**src/rtl/hazard_scoreboard.sv**
```systemverilog
// rtl/hazard_scoreboard.sv - RAW scoreboard, redirect flush and retire-valid pipe for a non-forwarding 5-stage pipeline
module hazard_scoreboard #(
    parameter int NUM_REGS = 32,
    parameter int WB_DIST  = 3
) (
    input  logic                i_clk,
    input  logic                i_rst_n,
    input  logic                i_id_vld,
    input  logic [4:0]          i_id_rs1_addr,
    input  logic [4:0]          i_id_rs2_addr,
    input  logic                i_id_rs1_used,
    input  logic                i_id_rs2_used,
    input  logic [4:0]          i_id_rd_addr,
    input  logic                i_id_rd_wren,
    input  logic                i_ex_redirect,
    output logic                o_stall,
    output logic                o_issue,
    output logic                o_flush_ifid,
    output logic                o_flush_idex,
    output logic                o_wb_vld,
    output logic [NUM_REGS-1:0] o_busy_vec,
    output logic [31:0]         o_stall_cnt
);

    localparam int CW = (WB_DIST < 2) ? 1 : $clog2(WB_DIST + 1);

    logic [CW-1:0]       cnt [NUM_REGS];
    logic [NUM_REGS-1:0] busy;
    logic [31:0]         busy_ext;
    logic                hz;
    logic                set_en;
    logic                vex;
    logic                vmem;
    logic                vwb;

    // x0 is hardwired zero, so its entry never reports busy
    always_comb begin
        busy = '0;
        for (int r = 1; r < NUM_REGS; r++) begin
            busy[r] = (cnt[r] != '0);
        end
    end

    always_comb begin
        busy_ext = '0;
        busy_ext[NUM_REGS-1:0] = busy;
    end

    assign hz = i_id_vld &
                ((i_id_rs1_used & (i_id_rs1_addr != 5'd0) & busy_ext[i_id_rs1_addr]) |
                 (i_id_rs2_used & (i_id_rs2_addr != 5'd0) & busy_ext[i_id_rs2_addr]));

    // A redirect kills the ID instruction, so it neither stalls nor issues
    assign o_flush_ifid = i_ex_redirect;
    assign o_flush_idex = i_ex_redirect | hz;
    assign o_stall      = hz & ~i_ex_redirect;
    assign o_issue      = i_id_vld & ~hz & ~i_ex_redirect;

    assign set_en = o_issue & i_id_rd_wren & (i_id_rd_addr != 5'd0);

    always_ff @(posedge i_clk or negedge i_rst_n) begin
        if (!i_rst_n) begin
            for (int r = 0; r < NUM_REGS; r++) begin
                cnt[r] <= '0;
            end
        end else begin
            for (int r = 1; r < NUM_REGS; r++) begin
                if (set_en && (i_id_rd_addr == 5'(r))) begin
                    cnt[r] <= CW'(WB_DIST);
                end else if (cnt[r] != '0) begin
                    cnt[r] <= cnt[r] - CW'(1);
                end
            end
        end
    end

    always_ff @(posedge i_clk or negedge i_rst_n) begin
        if (!i_rst_n) begin
            vex         <= 1'b0;
            vmem        <= 1'b0;
            vwb         <= 1'b0;
            o_stall_cnt <= '0;
        end else begin
            vex  <= o_issue;
            vmem <= vex;
            vwb  <= vmem;
            if (o_stall && (o_stall_cnt != 32'hFFFF_FFFF)) begin
                o_stall_cnt <= o_stall_cnt + 32'd1;
            end
        end
    end

    assign o_wb_vld   = vwb;
    assign o_busy_vec = busy;

endmodule

```
**config.mk**
```make
export PLATFORM = sky130hd
export DESIGN_NAME = hazard_scoreboard
export DESIGN_NICKNAME = d
export VERILOG_FILES = /design/src/rtl/hazard_scoreboard.sv
export SDC_FILE = /design/constraint.sdc
export NUM_CORES = 1
export LEC_CHECK = 0
export CORE_MARGIN = 2
export CORE_UTILIZATION = 54
export DETAILED_ROUTE_END_ITERATION = 8
export PLACE_DENSITY = 0.77
export SLEW_MARGIN = 5
export SYNTH_ARGS = -nofsm -noshare
export SYNTH_HDL_FRONTEND = slang
export SYNTH_SLANG_ARGS = --single-unit
```
**constraint.sdc**
```tcl
create_clock -name i_clk -period 5.4 [get_ports i_clk]
set_input_delay 1.62 -clock i_clk [delete_from_list [all_inputs] [get_ports i_clk]]
set_output_delay 1.62 -clock i_clk [all_outputs]
set_load 0.02 [all_outputs]
```
* Word-level counts from Yosys, hierarchy flattened
Cells that the tools add are included. Widths: inputs -> output; s select.
Operators by class: $add $sub $neg 32, order comparisons 2, eq/ne operators 32, muxes and demuxes 66, bitwise gates (word level) 14, reduce and logical (&&, ||, !) cells 97
Operators by type and width (count):
- $mux 2 | 62
- $reduce_bool 2->1 | 62
- $eq 5x5->1 const B | 16
- $sub 2x1->2 const B | 31
- $eq 5x4->1 const B | 8
- $add 32x1->32 const B | 1
- $logic_and 1x1->1 | 32
- $ne 32x32->1 const B | 1
- $eq 5x3->1 const B | 4
- $reduce_bool 5->1 | 3
- $lt 5x6->1 const B | 2
- $and 1x1->1 | 10
- $bmux 1 s5 | 2
- $eq 5x2->1 const B | 2
- $eq 5x1->1 const B | 1
- $mux 1 | 2
- $not 1->1 | 2
- $or 1x1->1 | 2
Word-level totals: register bits 97, output and inout bits 69

* Depth between registers and ports, before layout
Gate-level depths: netlist of the first run.
depth after elaboration 13, mapped depth 10

* Worst setup path after synthesis of the first run
No wires, ideal clock.
path kind input to output, from input port i_id_rs2_addr[1], to output port o_stall, data arrival time 3.384 ns, data required time 3.780 ns, path slack 0.396 ns, stages on the path 7, buffers on the path 1, path through clkbuf_1 -> mux2_2 -> o311ai_0 -> a211oi_2 -> nor3_4 -> nor2_2 -> nor2_1
On the way: cells in the longest elaborated chain, start to end 6, elaborated cells between the ends (all ways) 8
RTL lines:
- from (decl) | line 10 | input logic [4:0] i_id_rs2_addr,
- $bmux 1 s5 / $reduce_bool 5->1 (equally long branches) | line 51 | (i_id_rs2_used & (i_id_rs2_addr != 5'd0) & busy_ext[i_id_rs2_addr]));
- $mux 1 (implied by the code) / $and 1x1->1 (equally long branches) | line 51
- $and 1x1->1 * | line 51
- $or 1x1->1 * | line 50 | ((i_id_rs1_used & (i_id_rs1_addr != 5'd0) & busy_ext[i_id_rs1_addr]) |
- $and 1x1->1 * | line 49 | assign hz = i_id_vld &
- $and 1x1->1 * | line 56 | assign o_stall = hz & ~i_ex_redirect;
- to (decl) | line 16 | output logic o_stall,
Mark *: on every way between the ends. The rest lies on a longest branch, timed or not. The select of a mux whose other input is x is not followed.

* Worst setup path in the final report of the first run
from input port i_id_rs2_addr[2], to output port o_issue
On the way: cells in the longest elaborated chain, start to end 8, elaborated cells between the ends (all ways) 10
RTL lines:
- $bmux 1 s5 / $reduce_bool 5->1 (equally long branches) | line 51
- $mux 1 (implied by the code) / $and 1x1->1 (equally long branches) | line 51
- $and 1x1->1 * | line 51
- $or 1x1->1 * | line 50
- $and 1x1->1 * | line 49
- $not 1->1 * | line 57 | assign o_issue = i_id_vld & ~hz & ~i_ex_redirect;
- $and 1x1->1 * (2 in a row) | line 57
- to (decl) | line 17 | output logic o_issue,
Marked as above.

==> results.yml, run 1 <==
timing:
  rsz0062_at_grt: "no"
  min_period_ns: 5.33
  max_freq_mhz: 187
  max_slew_margin_pct: 41.5
  clock_skew_ns: 0.0178
  worst_pin_slew_ns: 0.878
  maxSlewViolCount: 0
  hold_violations: 0
  setup_viol: 0
  finalCritPeriodShare_pct: 98.8
  fin_tns_setup_ns: 0
synth:
  synth_largest_area_cell: "dfrtp_1"
  yosys_warnings: 0
  synth_edf_count: 0
  netlist_area_um2: 5630
  synth-seq-cells: 97
  syn_avg_cell_area_um2: 9.95
  ys_async_sr_fraction_pct: 100
  netlist_instances: 566
  yosysTopAreaCellShare_pct: 43.1
  synthTopCellsByArea: "dfrtp_1 (43%), xor2_1 (8.6%), ha_1 (7.1%)"
  yosysSeqAreaShare_pct: 43.1
  syn_nets: 620
  ys_types: 54
  synth-main-ff-cell: "dfrtp_1"
clock_tree:
  cts_tree: "yes"
  cts_buffers: 9
  clk_pin_slew_worst_paths_ns: 0.09
  cts_sinks: 97
  cts_root_buffer: "clkbuf_8"
  h-tree-depth: 3
  cts.path.max_buffers: 2
  clk_latency_ns: 0.37
setup_path:
  worstSetupStartpointType: "input pin"
  worstPathMaxFanout: 5
  r2r_start: "cnt[0]"
  worstPathRequired_ns: 3.78
  r2r_slack_ns: 2.35
  r2r_cells: 12
  cp-end-kind: "primary output"
  rr_endpoint: "o_stall_cnt[1]"
  arrival_ns: 3.71
  path_class: "input pin to primary output"
global_routing:
  track_usage_pct: 25.7
  overflow: 0
  grt_pass1_vias: 4762
  grt_start_max_net_pins: 71
  antenna_found_initial: 0
  grt_pass1_wl_um: 22700
min_path:
  hold_start: "vex"
  holdPathStages: 0
  hold_end: "vmem"
  hold_class: "register to register"
layout:
  final_common_cell: "inv_1"
  layout_common_cells: "inv_1 (103), dfrtp_1 (97), clkdlybuf4s50_1 (83)"
  area_growth_pct: 24.8
  final_util_pct: 68.6
  nets: 731
  fillers: 827
  diodes: 0
  drive_gt1_share_pct: 13.2
drt:
  vias: 4471
  wl_um: 13600
  drc: 0
  drt_iter0_markers: 210
  drtAntennaViolNets: 0
  drt_pre_antenna_iters: 4
  routed_via_density: 5.47
  wl_per_cell_um: 16.6
floorplanning:
  die-area_um2: 11300
  core-area_um2: 10200
  die_height_um: 106
  die_x_um: 106
  initial_core_util_pct: 55.0
  core.rowCount: 37
  pin_count: 91
placement:
  numPortBuffers: 89
  gp_congestion: 0.896
  dpl.hpwl_um: 10200
power_and_ir_drop:
  max-vdd-ir-drop_uv: 300
  power.density_nw_per_um2: 531
  total_leakage_power_nw: 3.24
flow_run:
  drv_cap: 0
run_status:
  run_status: "completed"
==> sequential cells by signal (all words and copies together), names as in the netlist <==
name,count
cnt,62
o_stall_cnt,32
o_wb_vld,1
vex,1
vmem,1
==> final cells by class <==
cell class	count	area, um^2	area share (%)
clock buffer	14	153	2.17
clock inverter	2	13.8	0.196
inverter	104	390	5.56
multi-input combinational	350	2750	39.2
sequential	97	2430	34.6
tap	136	170	2.42
timing repair buffer	115	1120	15.9
==> per-layer routing <==
layer / share of wire (%) / wire, um / vias up / track usage (%)
li1: - / - / 2134 / -
met1: 43 / 5910 / 2183 / 32.6
met2: 48 / 6540 / 130 / 43.7
met3: 6.3 / 861 / 24 / 5.33
met4: 2.2 / 301 / 0 / 9.21
met5: 0 / 0 / - / 0
==> critical path: stages <==
cell and delay [ns]:
clkdlybuf4s50_1 0.58, buf_4 0.17, mux4_2 0.29, a32oi_1 0.20
o21ai_1 0.14, nor3_4 0.23, buf_12 0.14, buf_4 0.12
nor3_4 0.04, buf_4 0.17
==> report_power, final <==
part,internal [mW],switching [mW],leakage (nW)
clock,0.181,0.240,0.0847
combinational,0.969,1.13,1.98
sequential,1.03,0.185,1.18
total,2.18,1.55,3.24
==> how the worst max path moves through the flow <==
stage                      from           end  slack (ns)  cells past startpoint
6_report       i_id_rs2_addr[2]       o_issue        0.07                     10
3_5_place_dp   i_id_rs1_addr[0]  o_flush_idex       -0.60                      9
3_3_place_gp   i_id_rs1_addr[0]  o_flush_idex       -0.56                      9
4_1_cts        i_id_rs1_addr[0]  o_flush_idex       0.003                     11
2_1_floorplan  i_id_rs2_addr[1]       o_stall        0.40                      7
5_1_grt        i_id_rs1_addr[1]       o_stall        0.02                      9
==> cells in the mapped netlist, types with 6 or more instances <==
cell type / n
mux4_2: 12
ha_1: 32
nand4_1: 10
nor3_1: 6
o21ai_1: 38
o21ai_0: 14
o221ai_1: 12
nor2_1: 37
xnor2_1: 6
nor3_2: 12
a21oi_1: 19
inv_1: 103
xor2_1: 55
nand3_1: 13
nand2_1: 25
buf_2: 6
dfrtp_1: 97
==> cells by family (layout without fill, tap and decap cells) <==
group / count (synthesis) / count (layout) / synth area share (%)
simple gates: 141 / 141 / 15.1
mux: 19 / 19 / 6.13
xor+xnor: 61 / 61 / 9.49
other cells: 1 / 1 / 0.0666
fa+ha+maj: 32 / 32 / 7.11
flops: 97 / 97 / 43.1
buf+inv: 119 / 235 / 8.49
compound gates: 96 / 96 / 10.5
==> timing repair <==
action	CTS	global route
hold endpoints to repair	0	0
resized for setup	21	8
buffers inserted	4	0
endpoints found under the setup margin	3	3
hold buffers	0	0
pin swaps	4	2
==> metrics by stage <==
| stage | power, mW | instances | area (um^2) | setup WS, ns | hold slack [ns] |
|---|---|---|---|---|---|
| floorplan | 2.56 | 566 | 5630 | 0.396 | 0.331 |
| global placement | 3.14 | 798 | 6780 | -0.561 | 0.333 |
| detailed placement | 3.29 | 798 | 6780 | -0.596 | 0.338 |
| CTS | 3.75 | 818 | 7000 | 0.00305 | 0.358 |
| global route | 4.05 | 818 | 7020 | 0.0216 | 0.364 |
| finish | 3.73 | 818 | 7020 | 0.0662 | 0.356 |
(Power assumes the default switching activity.)
==> run 2: changes to the inputs <==
--- a/config.mk
+++ b/config.mk
@@ -8,6 +8,7 @@
 export CORE_MARGIN = 2
 export CORE_UTILIZATION = 54
 export DETAILED_ROUTE_END_ITERATION = 8
+export HOLD_SLACK_MARGIN = 0.03
 export PLACE_DENSITY = 0.77
 export SLEW_MARGIN = 5
 export SYNTH_ARGS = -nofsm -noshare
==> results of run 2 <==
The final DEF is identical to that of run 1; final timing and power are the same.
